## src/rtl/if_id_queue.sv

```systemverilog
// Fetch-to-decode instruction queue: DEPTH-entry circular FIFO of {pc, instr, take}.
// Latency: an accepted push is visible at the head one cycle later (no bypass).
// Backpressure: in_ready = not full (independent of out_ready); flush empties in one cycle.
module if_id_queue #(
  parameter int PC_SIZE    = 32,
  parameter int INSTR_SIZE = 32,
  parameter int DEPTH      = 4,
  parameter logic [INSTR_SIZE-1:0] INSTR_NOP = 32'h0000_0013
) (
  input  logic                      clk,
  input  logic                      rst,
  input  logic                      flush,
  input  logic                      in_valid,
  output logic                      in_ready,
  input  logic [PC_SIZE-1:0]        in_pc,
  input  logic [INSTR_SIZE-1:0]     in_instr,
  input  logic                      in_take,
  output logic                      out_valid,
  input  logic                      out_ready,
  output logic [PC_SIZE-1:0]        out_pc,
  output logic [INSTR_SIZE-1:0]     out_instr,
  output logic                      out_take,
  output logic [$clog2(DEPTH):0]    count
);

  localparam int AW    = $clog2(DEPTH);
  localparam int CNT_W = AW + 1;

  logic [PC_SIZE-1:0]    pc_mem    [DEPTH];
  logic [INSTR_SIZE-1:0] instr_mem [DEPTH];
  logic                  take_mem  [DEPTH];

  logic [AW-1:0] wr_ptr;
  logic [AW-1:0] rd_ptr;
  logic          push;
  logic          pop;

  // Readiness depends only on registered occupancy, so out_ready never reaches in_ready.
  assign in_ready  = (count != CNT_W'(DEPTH));
  assign out_valid = (count != '0);
  assign push      = in_valid && in_ready;
  assign pop       = out_valid && out_ready;

  // Head is read straight from storage; masked to a NOP bubble when empty.
  always_comb begin
    out_pc    = '0;
    out_instr = INSTR_NOP;
    out_take  = 1'b0;
    if (out_valid) begin
      out_pc    = pc_mem[rd_ptr];
      out_instr = instr_mem[rd_ptr];
      out_take  = take_mem[rd_ptr];
    end
  end

  // Entry storage: written on an accepted push that is not being discarded; never reset.
  always_ff @(posedge clk) begin
    if (push && !flush && !rst) begin
      pc_mem[wr_ptr]    <= in_pc;
      instr_mem[wr_ptr] <= in_instr;
      take_mem[wr_ptr]  <= in_take;
    end
  end

  // Pointers and occupancy; reset outranks flush, flush drops any same-cycle push/pop.
  always_ff @(posedge clk) begin
    if (rst) begin
      wr_ptr <= '0;
      rd_ptr <= '0;
      count  <= '0;
    end else if (flush) begin
      wr_ptr <= '0;
      rd_ptr <= '0;
      count  <= '0;
    end else begin
      if (push) wr_ptr <= wr_ptr + AW'(1);
      if (pop)  rd_ptr <= rd_ptr + AW'(1);
      case ({push, pop})
        2'b10:   count <= count + CNT_W'(1);
        2'b01:   count <= count - CNT_W'(1);
        default: count <= count;
      endcase
    end
  end

endmodule

```

## config.mk

```make
export PLATFORM = sky130hd
export DESIGN_NAME = if_id_queue
export DESIGN_NICKNAME = d
export VERILOG_FILES = /design/src/rtl/if_id_queue.sv
export SDC_FILE = /design/constraint.sdc
export NUM_CORES = 1
export LEC_CHECK = 0
export ABC_AREA = 1
export BUFFER_PORTS_ARGS = -buffer_cell sky130_fd_sc_hd__buf_2
export CAP_MARGIN = 20
export CELL_PAD_IN_SITES_DETAIL_PLACEMENT = 2
export CELL_PAD_IN_SITES_GLOBAL_PLACEMENT = 2
export CORE_MARGIN = 4
export CORE_UTILIZATION = 30
export DETAILED_ROUTE_END_ITERATION = 8
export PLACE_DENSITY = 0.69
export RECOVER_POWER = 50
export SETUP_SLACK_MARGIN = 0.4
export SLEW_MARGIN = 20
export SYNTH_ARGS = -nofsm -noshare
export SYNTH_HDL_FRONTEND = slang
export SYNTH_SLANG_ARGS = --single-unit
```

## constraint.sdc

```tcl
create_clock -name clk -period 4.6 [get_ports clk]
set_input_delay 0.23 -clock clk [delete_from_list [all_inputs] [get_ports clk]]
set_output_delay 0.23 -clock clk [all_outputs]
set_load 0.02 [all_outputs]
```

==> impl_results.rst, run 1 <==
.. list-table::
   :header-rows: 1

   * - Metric
     - Value
   * - Run status
     - finished with violations
   * - Violated checks
     - max-capacitance violations, max-slew violations
   * - # IOs
     - 140
   * - Sum of routed wire length over all layers
     - 30.08 mm
   * - Final antenna diode count
     - 0
   * - Num CTS Buffers
     - 29
   * - Sum of buffers and inverters on the critical path
     - 2
   * - Cells along the critical path
     - inv_1 -> nand3_1 -> nand3_1 -> nor2_1 -> buf_4
   * - Leakage power figure
     - 4.937 nW
   * - Routed via count
     - 7345
   * - Slew headroom
     - -35.97%
   * - Fill cell count
     - 3738
   * - Average via count per standard cell
     - 4.663
   * - Final setup viols
     - 0
   * - Summed negative setup slack over all endpoints
     - 0 ns
   * - Unique cell type count in the Yosys netlist
     - 21
   * - Critical path fanouts, max
     - 27
   * - Number of cell rows
     - 69
   * - Post-synth EDFFs
     - 260
   * - Full die area
     - 39030 sq um
   * - Tightest Hold Check Type
     - input port to flip-flop
   * - Final total power
     - 5.243 mW
   * - Core Footprint
     - 35480 sq um
   * - Clock transition at the registers of the reported paths
     - 0.06 ns
   * - Launch point of the critical path
     - count[1]$_SDFFE_PP0P_
   * - Overall track demand over capacity in global routing
     - 14.99%
   * - Initial Util
     - 30.38%
   * - Start point of the worst min-delay path
     - in_valid
   * - Fraction of layout cells with a size suffix above 1
     - 11.22%
   * - Share of flip-flops with an asynchronous set or reset after synthesis
     - 0%
   * - Critical path type
     - flip-flop to flip-flop
   * - Residual overflow from global routing
     - 0
   * - Reg-to-reg startpoint
     - count[1]$_SDFFE_PP0P_
   * - Power density normalized to cell area
     - 396.4 nW/um^2
   * - Worst Path Arrival
     - 3.68 ns
   * - Data required time of the worst path
     - 4.78 ns
   * - Part of the Yosys area used for sequential elements
     - 74.10%
   * - Crit. End Element
     - flip-flop
   * - Initial antenna violation count
     - 1
   * - Slowest CP cell
     - sky130_fd_sc_hd__nor2_1
   * - Chip width
     - 197.6 microns
   * - Transition time at the pin with the least slew margin
     - 2.039 ns
   * - Resized cells post-CTS
     - 0
   * - Number of cells in the finished layout apart from fillers
     - 1575
   * - Maximum clock frequency
     - 285.5 MHz
   * - Leading cell types in the layout, fill and taps excluded
     - sky130_fd_sc_hd__edfxtp_1, sky130_fd_sc_hd__nand2_1, sky130_fd_sc_hd__nor2_1
   * - Average detailed-routed wire length per instance
     - 19.10 microns
   * - Die Span Y
     - 197.6 microns
   * - Cell area after synthesis
     - 10780 sq um
   * - HPWL after detailed placement
     - 18.26 mm
   * - Number of global-route vias before repair
     - 8117
   * - Maximum single-stage delay on the critical path
     - 1.42 ns
   * - Post-Synthesis Cells
     - 895
   * - Clock insertion delay at the later pin of the skew report
     - 0.54 ns
   * - Maximum level of the CTS H-tree
     - 1
   * - # placed instances
     - 1458
   * - Final-stage net count
     - 1170
   * - Wire length of the first global-routing pass
     - 46.02 mm
   * - Number of nets with antenna violations after routing
     - 0
   * - Area growth from synthesis to final layout
     - 22.69%
   * - Final critical-path required period
     - 3.503 ns
   * - First drt pass iteration count
     - 4
   * - Mean Syn Cell Area
     - 12.04 sq um
   * - Maximum capacitance violations
     - 2
   * - Most repeated library cell on the critical path
     - sky130_fd_sc_hd__nand3_1
   * - Port buffer count
     - 139
   * - RSZ-0062 raised after global routing
     - no
   * - Global placer's final weighted congestion
     - 0.7043
   * - Buffer levels on the longest clock path
     - 3
   * - Core Util, Final
     - 37.27%
   * - Net count after synthesis
     - 971
   * - Crit path max-delay family
     - simple AND/OR/NAND/NOR gates
   * - Most frequent standard cell in the layout excluding fill and tap cells
     - sky130_fd_sc_hd__edfxtp_1
   * - DRC violation total after the first TritonRoute iteration
     - 280
   * - Share of the clock period used by the worst path
     - 76.15%
   * - Main flop type after synthesis
     - sky130_fd_sc_hd__edfxtp_1
   * - Buffers inserted by post-CTS timing repair
     - 0
   * - Max-slew violation total from the final report
     - 50
   * - Category of the worst setup path launch point
     - flip-flop
   * - Maximum number of pins on one net before global-route repair
     - 105
   * - Clock Skew
     - 0.01140 ns
   * - CTS tree
     - built
   * - Sinks on Clock Net
     - 269
   * - Master cell of the clock root buffer
     - sky130_fd_sc_hd__clkbuf_16
   * - Post-route DRC violation count
     - 0
   * - Hold buffer count at CTS
     - 66
   * - VDD IR max
     - 238.1 uV
   * - Yosys Warn Count
     - 0
   * - Flop and latch count out of synthesis
     - 269
   * - Final hold violation count
     - 0
==> layer usage <==
layer / global-route usage (%) / share of wire (%)
met1: 18.99 / 44
met2: 27.64 / 52
met3: 1.996 / 2.9
met4: 2.856 / 1.4
met5: 0 / 0.023
==> synthesized netlist by cell type (2+ instances only) <==
library cell               instances  area, sq um
sky130_fd_sc_hd__o21ai_0          64        320.3
sky130_fd_sc_hd__buf_2            17        85.08
sky130_fd_sc_hd__buf_6            14        157.7
sky130_fd_sc_hd__o211ai_1          3        22.52
sky130_fd_sc_hd__or2_2             3        18.77
sky130_fd_sc_hd__nor2_1          142        533.0
sky130_fd_sc_hd__clkbuf_1          6        22.52
sky130_fd_sc_hd__a21oi_1          68        340.3
sky130_fd_sc_hd__ha_1              5        62.56
sky130_fd_sc_hd__edfxtp_1        260         7807
sky130_fd_sc_hd__inv_2             2        7.510
sky130_fd_sc_hd__o21ai_1           3        15.01
sky130_fd_sc_hd__inv_1            16        60.06
sky130_fd_sc_hd__dfxtp_1           9        180.2
sky130_fd_sc_hd__nand2_1         259        972.2
sky130_fd_sc_hd__nand3_1           8        40.04
sky130_fd_sc_hd__buf_4            12        90.09
==> worst reg2reg max path, stage by stage, from the launching register on <==
cell	delay, ns
sky130_fd_sc_hd__dfxtp_1	0.36
sky130_fd_sc_hd__inv_1	0.09
sky130_fd_sc_hd__nand3_1	0.27
sky130_fd_sc_hd__nand3_1	0.36
sky130_fd_sc_hd__nor2_1	1.42
sky130_fd_sc_hd__buf_4	0.61
==> logic make-up after synthesis <==
family / Yosys count / share of synthesized area [%]
simple gates: 415 / 14.73
buf+inv: 67 / 3.923
fa+ha+maj: 6 / 0.7661
compound gates: 138 / 6.477
flops: 269 / 74.10
==> layout make-up <==
type	count	area [sq um]	area share (%)
Timing Repair Buffer	217	1355	10.25
Clock buffer	37	755.7	5.714
Sequential cell	269	7991	60.43
Tap cell	461	576.8	4.361
Multi-Input combinational cell	559	2386	18.04
Clock inverter	14	85.08	0.6433
Inverter	18	75.07	0.5676
==> report_power, final <==
group | total [mW] | switching [mW] | internal [mW]
Clock | 2.11 | 0.904 | 1.20
Combinational | 0.404 | 0.278 | 0.126
Sequential | 2.73 | 0.0146 | 2.72
==> state kept, by name, indices dropped and copies added, names as in the netlist, named ones only <==
name and cells:
count 3, instr_mem 128, pc_mem 128, rd_ptr 2, take_mem 4, wr_ptr 2
==> worst paths after layout <==
kind	to	cells after the start	slack, ns
max	pc_mem[3][20]$_DFFE_PP_	5	1.10
min	wr_ptr[0]$_SDFFE_PP0P_	3	0.07
max reg2reg	pc_mem[3][20]$_DFFE_PP_	5	1.10
min reg2reg	rd_ptr[0]$_SDFFE_PP0P_	2	0.51
==> metrics by stage <==
stage	cell area, sq um	setup WS, ns	hold slack, ns
6_report	13230	1.097	0.07149
5_1_grt	13230	0.7862	0.08657
4_1_cts	13330	1.150	0.05422
3_5_place_dp	11830	1.691	0.4522
3_3_place_gp	11830	1.733	0.4452
2_1_floorplan	10780	0.2768	0.3289
Power figures use the tool's default switching activity.
==> run 2: changes to the inputs <==
--- a/config.mk
+++ b/config.mk
@@ -5,7 +5,7 @@
 export SDC_FILE = /design/constraint.sdc
 export NUM_CORES = 1
 export LEC_CHECK = 0
-export ABC_AREA = 1
+export ABC_AREA = 0
 export BUFFER_PORTS_ARGS = -buffer_cell sky130_fd_sc_hd__buf_2
 export CAP_MARGIN = 20
 export CELL_PAD_IN_SITES_DETAIL_PLACEMENT = 2
@@ -13,7 +13,7 @@
 export CORE_MARGIN = 4
 export CORE_UTILIZATION = 30
 export DETAILED_ROUTE_END_ITERATION = 8
-export PLACE_DENSITY = 0.69
+export PLACE_DENSITY = 0.63
 export RECOVER_POWER = 50
 export SETUP_SLACK_MARGIN = 0.4
 export SLEW_MARGIN = 20
==> constraint.sdc (replaced) <==
create_clock -name clk -period 3.5 [get_ports clk]
set_input_delay 0.175 -clock clk [delete_from_list [all_inputs] [get_ports clk]]
set_output_delay 0.175 -clock clk [all_outputs]
set_load 0.02 [all_outputs]
==> impl_results.rst, run 2 <==
.. list-table::
   :header-rows: 1

   * - Metric
     - Value
   * - Worst R2R Path Depth
     - 9
   * - Clock insertion delay at the later pin of the skew report
     - 0.54 ns
   * - CTS tree
     - built
   * - Maximum level of the CTS H-tree
     - 1
   * - Routed via count
     - 5226
   * - Area growth from synthesis to final layout
     - 28.26%
   * - Worst Path Arrival
     - 2.55 ns
   * - Leakage power figure
     - 4.358 nW
   * - Clock transition at the registers of the reported paths
     - 0.06 ns
   * - Maximum capacitance violations
     - 0
   * - Post-route DRC violation count
     - 0
   * - Cell area after synthesis
     - 10310 sq um
   * - Tightest Hold Check Type
     - input port to flip-flop
   * - Residual overflow from global routing
     - 0
   * - Leading cell types in the layout, fill and taps excluded
     - sky130_fd_sc_hd__edfxtp_1, sky130_fd_sc_hd__clkbuf_1, sky130_fd_sc_hd__buf_2
   * - Reg-to-reg startpoint
     - count[2]$_SDFFE_PP0P_
   * - Master cell of the clock root buffer
     - sky130_fd_sc_hd__clkbuf_16
   * - Power density normalized to cell area
     - 554.0 nW/um^2
   * - Port buffer count
     - 139
   * - Number of global-route vias before repair
     - 6300
   * - Internal power
     - 5.850 mW
   * - Largest registers ranked by flip-flop count
     - instr_mem (128), pc_mem (128), take_mem (4)
   * - Share of power burned in combinational logic
     - 5.5%
   * - Summed negative setup slack over all endpoints
     - 0 ns
   * - Library cell occupying the most area in the post-synthesis netlist
     - sky130_fd_sc_hd__edfxtp_1
   * - Num CTS Buffers
     - 30
   * - Buffers inserted by post-CTS timing repair
     - 0
   * - Overall track demand over capacity in global routing
     - 12.44%
   * - Clock Skew
     - 0.01584 ns
   * - Category of the worst setup path launch point
     - flip-flop
   * - Transition time at the pin with the least slew margin
     - 1.032 ns
   * - Max-slew violation total from the final report
     - 0
   * - Average via count per standard cell
     - 4.497
   * - Sinks on Clock Net
     - 269
   * - Cells along the critical path
     - nor3_1 -> clkinv_1 -> buf_4 -> and2_1 -> buf_2
   * - Initial Util
     - 30.60%
   * - HPWL after detailed placement
     - 13.29 mm
   * - Part of the Yosys area used for sequential elements
     - 77.47%
   * - Fraction of layout cells with a size suffix above 1
     - 27.77%
   * - Yosys Warn Count
     - 0
   * - Critical path type
     - flip-flop to primary output
   * - Post-synth EDFFs
     - 260
   * - Psw
     - 1.477 mW
   * - Maximum single-stage delay on the critical path
     - 0.62 ns
   * - Register share of total power
     - 48.9%
   * - RSZ-0062 raised after global routing
     - no
   * - Top area cells in the synthesized netlist
     - sky130_fd_sc_hd__edfxtp_1, sky130_fd_sc_hd__mux4_2, sky130_fd_sc_hd__and2_1, sky130_fd_sc_hd__dfxtp_1, sky130_fd_sc_hd__buf_6
   * - Slack of the worst reg-to-reg path
     - 0.91 ns
   * - Chip width
     - 193.4 microns
   * - # IOs
     - 140
   * - Resized cells post-CTS
     - 0
   * - Slew headroom
     - 31.21%
   * - Maximum clock frequency
     - 366.5 MHz
   * - Critical path fanouts, max
     - 64
   * - Clock Power Share
     - 45.7%
   * - Post-Synthesis Cells
     - 466
   * - Sum of routed wire length over all layers
     - 23.50 mm
   * - Main flop type after synthesis
     - sky130_fd_sc_hd__edfxtp_1
   * - Flop and latch count out of synthesis
     - 269
   * - Sum of buffers and inverters on the critical path
     - 3
   * - Data required time of the worst path
     - 3.32 ns
   * - Wire length of the first global-routing pass
     - 37.30 mm
   * - Worst-case hold path end point
     - wr_ptr[0]$_SDFFE_PP0P_
   * - Number of nets with antenna violations after routing
     - 0
   * - Final hold violation count
     - 0
   * - Share of flip-flops with an asynchronous set or reset after synthesis
     - 0%
   * - VDD IR max
     - 425.8 uV
   * - Full die area
     - 37400 sq um
   * - Average detailed-routed wire length per instance
     - 20.22 microns
   * - Crit. End Element
     - primary output
   * - Final critical-path required period
     - 2.728 ns
   * - First drt pass iteration count
     - 4
   * - Share of the clock period used by the worst path
     - 77.95%
   * - Start point of the worst min-delay path
     - rst
   * - Crit path max-delay family
     - simple AND/OR/NAND/NOR gates
   * - Slowest CP cell
     - sky130_fd_sc_hd__nor3_1
   * - Most frequent cell after synthesis
     - sky130_fd_sc_hd__edfxtp_1
   * - Global placer's final weighted congestion
     - 0.6548
   * - Run status
     - completed
   * - Buffer levels on the longest clock path
     - 3
   * - Hold buffer count at CTS
     - 67
   * - Final-stage net count
     - 765
   * - Initial antenna violation count
     - 1
   * - Area share of the largest cell type after synthesis
     - 75.72%
   * - Number of cell rows
     - 67
   * - Number of instances on the worst hold path
     - 4
   * - Hold_ws
     - 0.08474 ns
   * - DRC violation total after the first TritonRoute iteration
     - 210
   * - Maximum number of pins on one net before global-route repair
     - 66
   * - Net count after synthesis
     - 542
   * - Most frequent standard cell in the layout excluding fill and tap cells
     - sky130_fd_sc_hd__edfxtp_1
   * - Switch share
     - 20.16%
   * - Die Span Y
     - 193.4 microns
   * - Final setup viols
     - 0
   * - Unique cell type count in the Yosys netlist
     - 27
   * - Core Footprint
     - 33700 sq um
   * - End of the worst register-to-register path
     - count[2]$_SDFFE_PP0P_
   * - List of most frequent post-synthesis cells
     - sky130_fd_sc_hd__edfxtp_1, sky130_fd_sc_hd__mux4_2, sky130_fd_sc_hd__and2_1
   * - Mean Syn Cell Area
     - 22.13 sq um
[run 2: final cells by class]
| class | count | area [sq um] |
|---|---|---|
| tap | 448 | 560.5 |
| sequential | 269 | 7995 |
| clock buffer | 42 | 878.3 |
| fill | 3273 | 20470 |
| timing repair buffer | 213 | 1403 |
| clock inverter | 14 | 200.2 |
| multi-input combinational | 168 | 2160 |
| inverter | 7 | 26.28 |
| antenna | 1 | 2.502 |
[run 2: per-stage QoR]
stage / utilization (%) / setup slack [ns] / power [mW] / std cells / cell area (sq um)
floorplan: - / 0.4957 / 3.839 / 466 / 10310
global placement: 34.08 / 1.218 / 3.992 / 1034 / 11490
detailed placement: 34.20 / 1.070 / 4.011 / 1036 / 11530
CTS: 39.39 / 0.6625 / 7.463 / 1159 / 13280
global route: 39.24 / 0.4516 / 7.601 / 1162 / 13230
finish: 39.24 / 0.7718 / 7.327 / 1162 / 13230
[run 2: layer usage]
metal / part of all wire [%] / routed length [microns] / vias to the layer above / GRT usage (%)
met4: 2.0 / 468 / 0 / 2.675
met2: 53 / 12480 / 120 / 23.52
met1: 41 / 9559 / 2733 / 14.71
met5: 0 / 0 / - / 0
li1: - / - / 2333 / -
met3: 4.2 / 995 / 40 / 2.348
[run 2: how the worst max path moves through the flow]
| stage | from | to | slack (ns) | depth (start not counted) |
|---|---|---|---|---|
| 5_1_grt | count[0]$_SDFFE_PP0P_ | out_pc[21] | 0.45 | 5 |
| 3_5_place_dp | count[2]$_SDFFE_PP0P_ | count[2]$_SDFFE_PP0P_ | 1.07 | 9 |
| 3_3_place_gp | count[2]$_SDFFE_PP0P_ | count[2]$_SDFFE_PP0P_ | 1.22 | 9 |
| 4_1_cts | flip-flop | out_pc[21] | 0.66 | 4 |
| 6_report | count[0]$_SDFFE_PP0P_ | out_pc[21] | 0.77 | 5 |
| 2_1_floorplan | count[0]$_SDFFE_PP0P_ | instr_mem[0][0]$_DFFE_PP_ | 0.50 | 4 |
[run 2: cells by family (layout without fill, tap and decap cells)]
group,after synthesis,in the layout,synth area share (%)
flops,269,269,77.47
simple gates,86,86,5.157
mux,66,66,14.29
buf+inv,29,276,1.650
compound gates,8,8,0.4611
fa+ha+maj,6,6,0.8009
xor+xnor,2,2,0.1699
other cells,0,1,0
[run 2: worst min-delay path, stage by stage]
cell and delay [ns]:
sky130_fd_sc_hd__buf_2 0.08, sky130_fd_sc_hd__nor2_1 0.13, sky130_fd_sc_hd__nand2_1 0.11, sky130_fd_sc_hd__mux2i_1 0.06
[run 2: power by group through the flow]
stage / clock network, mW / logic, mW / registers [mW]
3_5_place_dp: 0 / 0.362 / 3.65
4_1_cts: 3.46 / 0.424 / 3.58
2_1_floorplan: 0 / 0.193 / 3.65
5_1_grt: 3.58 / 0.441 / 3.58
6_report: 3.35 / 0.399 / 3.58
3_3_place_gp: 0 / 0.347 / 3.65
==> run 3: changes to the inputs <==
--- a/config.mk
+++ b/config.mk
@@ -5,7 +5,7 @@
 export SDC_FILE = /design/constraint.sdc
 export NUM_CORES = 1
 export LEC_CHECK = 0
-export ABC_AREA = 0
+export ABC_AREA = 1
 export BUFFER_PORTS_ARGS = -buffer_cell sky130_fd_sc_hd__buf_2
 export CAP_MARGIN = 20
 export CELL_PAD_IN_SITES_DETAIL_PLACEMENT = 2
@@ -13,7 +13,7 @@
 export CORE_MARGIN = 4
 export CORE_UTILIZATION = 30
 export DETAILED_ROUTE_END_ITERATION = 8
-export PLACE_DENSITY = 0.63
+export PLACE_DENSITY = 0.71
 export RECOVER_POWER = 50
 export SETUP_SLACK_MARGIN = 0.4
 export SLEW_MARGIN = 20
==> constraint.sdc (replaced) <==
create_clock -name clk -period 2.2 [get_ports clk]
set_input_delay 0.11 -clock clk [delete_from_list [all_inputs] [get_ports clk]]
set_output_delay 0.11 -clock clk [all_outputs]
set_load 0.02 [all_outputs]
==> impl_results.rst, run 3 (synthesis gave the netlist of run 1 again) <==
.. list-table::
   :header-rows: 1

   * - Metric
     - Value
   * - Clock Skew
     - 0.02937 ns
   * - Category of the worst setup path launch point
     - flip-flop
   * - Initial antenna violation count
     - 2
   * - Maximum clock frequency
     - 453.3 MHz
   * - Core Util, Final
     - 45.95%
   * - Final setup viols
     - 1
   * - Slew headroom
     - 57.46%
   * - First drt pass iteration count
     - 4
   * - Fraction of layout cells with a size suffix above 1
     - 36.21%
   * - Critical path fanouts, max
     - 8
   * - Maximum number of pins on one net before global-route repair
     - 66
   * - End of the worst register-to-register path
     - pc_mem[3][28]$_DFFE_PP_
   * - Reg-to-reg startpoint
     - count[1]$_SDFFE_PP0P_
   * - Die Span Y
     - 197.6 microns
   * - Worst R2R Path Depth
     - 5
   * - Share of the clock period used by the worst path
     - 100.3%
   * - Residual overflow from global routing
     - 0
   * - Leading cell types in the layout, fill and taps excluded
     - sky130_fd_sc_hd__edfxtp_1, sky130_fd_sc_hd__nand2_1, sky130_fd_sc_hd__clkbuf_1
   * - Master cell of the clock root buffer
     - sky130_fd_sc_hd__clkbuf_16
   * - Number of global-route vias before repair
     - 8936
   * - Post-route DRC violation count
     - 0
   * - Sinks on Clock Net
     - 269
   * - Critical path type
     - flip-flop to primary output
   * - Final hold violation count
     - 0
   * - # IOs
     - 140
   * - Violated checks
     - negative setup slack
   * - Initial Util
     - 30.38%
   * - VDD IR max
     - 540.3 uV
   * - Sum of routed wire length over all layers
     - 40.58 mm
   * - Chip width
     - 197.6 microns
   * - Crit. End Element
     - primary output
   * - Buffer levels on the longest clock path
     - 3
   * - Average detailed-routed wire length per instance
     - 24.52 microns
   * - Post-Place Setup Slack
     - 0.2549 ns
   * - Register area
     - 8003 sq um
   * - RSZ-0062 raised after global routing
     - yes
   * - Clock transition at the registers of the reported paths
     - 0.06 ns
   * - Hold_ws
     - 0.03268 ns
   * - Worst Path Arrival
     - 2.10 ns
   * - Post-route cell area
     - 16300 sq um
   * - Number of nets with antenna violations after routing
     - 0
   * - Final critical-path required period
     - 2.206 ns
   * - Power density normalized to cell area
     - 712.6 nW/um^2
   * - Global placer's final weighted congestion
     - 0.6914
   * - Maximum capacitance violations
     - 0
   * - Num CTS Buffers
     - 30
   * - Most frequent standard cell in the layout excluding fill and tap cells
     - sky130_fd_sc_hd__edfxtp_1
   * - Final-stage net count
     - 1250
   * - Worst Setup Slack, final
     - -0.005988 ns
   * - Average via count per standard cell
     - 4.854
   * - Max-slew violation total from the final report
     - 0
   * - Wire length of the first global-routing pass
     - 55.70 mm
   * - Routed via count
     - 8033
   * - Transition time at the pin with the least slew margin
     - 0.6382 ns
   * - Clock insertion delay at the later pin of the skew report
     - 0.56 ns
   * - Leakage power figure
     - 5.951 nW
   * - Core Footprint
     - 35480 sq um
   * - Fill cell count
     - 3446
   * - Slack of the worst reg-to-reg path
     - 0.15 ns
   * - Final total power
     - 11.62 mW
   * - Overall track demand over capacity in global routing
     - 18.99%
   * - DRC violation total after the first TritonRoute iteration
     - 331
   * - Data required time of the worst path
     - 2.09 ns
   * - Run status
     - finished with violations
   * - Full die area
     - 39030 sq um
   * - Setup crit end
     - out_pc[7]
   * - Area growth from synthesis to final layout
     - 51.26%
   * - Port buffer count
     - 139
   * - Area after DPL
     - 12060 sq um
   * - Number of cell rows
     - 69
   * - Largest registers ranked by flip-flop count
     - instr_mem (128), pc_mem (128), take_mem (4)
   * - Maximum level of the CTS H-tree
     - 1
   * - Tightest Hold Check Type
     - input port to flip-flop
   * - HPWL after detailed placement
     - 17.27 mm
   * - CTS tree
     - built
   * - Multi-input gate area
     - 3481 sq um
## run 3: cell count changes in the layout (fill, tap and decap cells not counted), moves of 60 or more
cell                      previous run  this run
sky130_fd_sc_hd__nand2_1             4       184
sky130_fd_sc_hd__buf_2              70         5
sky130_fd_sc_hd__mux4_2             65         0
sky130_fd_sc_hd__and2_1             63         0
sky130_fd_sc_hd__nor2_1              4        64
## run 3: what timing repair did
item | in CTS | in global routing
buffers inserted | 21 | 19
cloned | 23 | 7
endpoints found under the setup margin | 66 | 67
endpoints found under the hold margin | 265 | 0
hold buffers | 68 | 0
pin swaps | 55 | 140
resized for setup | 204 | 337
## run 3: how the worst min path moves through the flow
stage / startpoint / end / slack (ns) / cells after the start
3_5_place_dp: in_instr[12] / instr_mem[2][12]$_DFFE_PP_ / 0.33 / 1
4_1_cts: flush / count[2]$_SDFFE_PP0P_ / 0.004 / 5
5_1_grt: flush / count[2]$_SDFFE_PP0P_ / 0.03 / 5
6_report: flush / count[2]$_SDFFE_PP0P_ / 0.03 / 5
3_3_place_gp: in_instr[3] / instr_mem[3][3]$_DFFE_PP_ / 0.32 / 1
2_1_floorplan: in_instr[0] / instr_mem[0][0]$_DFFE_PP_ / 0.21 / 0
## run 3: final cells by class
type | instances | share of cell area, %
sequential | 269 | 49.08
multi-input combinational | 559 | 21.35
timing repair buffer | 291 | 19.51
clock buffer | 35 | 4.720
tap | 461 | 3.538
inverter | 18 | 0.7290
timing repair inverter | 5 | 0.5525
clock inverter | 16 | 0.5065
antenna | 1 | 0.01535
## run 3: critical path, cell delays in order, from the launching register on
cell                      delay, ns
sky130_fd_sc_hd__dfxtp_4       0.45
sky130_fd_sc_hd__buf_12        0.17
sky130_fd_sc_hd__buf_16        0.17
sky130_fd_sc_hd__buf_12        0.13
sky130_fd_sc_hd__nor2_4        0.03
sky130_fd_sc_hd__nor2_2        0.12
sky130_fd_sc_hd__o21ai_2       0.09
sky130_fd_sc_hd__a21oi_2       0.22
sky130_fd_sc_hd__buf_4         0.18
## run 3: metal layers
metal	up-vias	track usage, %	wire length, microns
met5	-	0	13
met4	2	3.494	1022
met3	57	2.422	1440
met2	167	35.40	21380
met1	4153	23.83	16720
li1	3654	-	-
## run 3: power by group
group | internal [mW] | leakage [nW] | switching, mW
Sequential | 5.68 | 2.42 | 0.0283
Combinational | 0.620 | 3.12 | 0.834
Clock | 2.47 | 0.408 | 1.99
## run 3: through the flow
step,instances,TNS (ns)
5_1_grt,1655,-0.2871
4_1_cts,1628,0
6_report,1655,-0.005988
3_3_place_gp,1465,0
3_5_place_dp,1465,0
2_1_floorplan,895,0
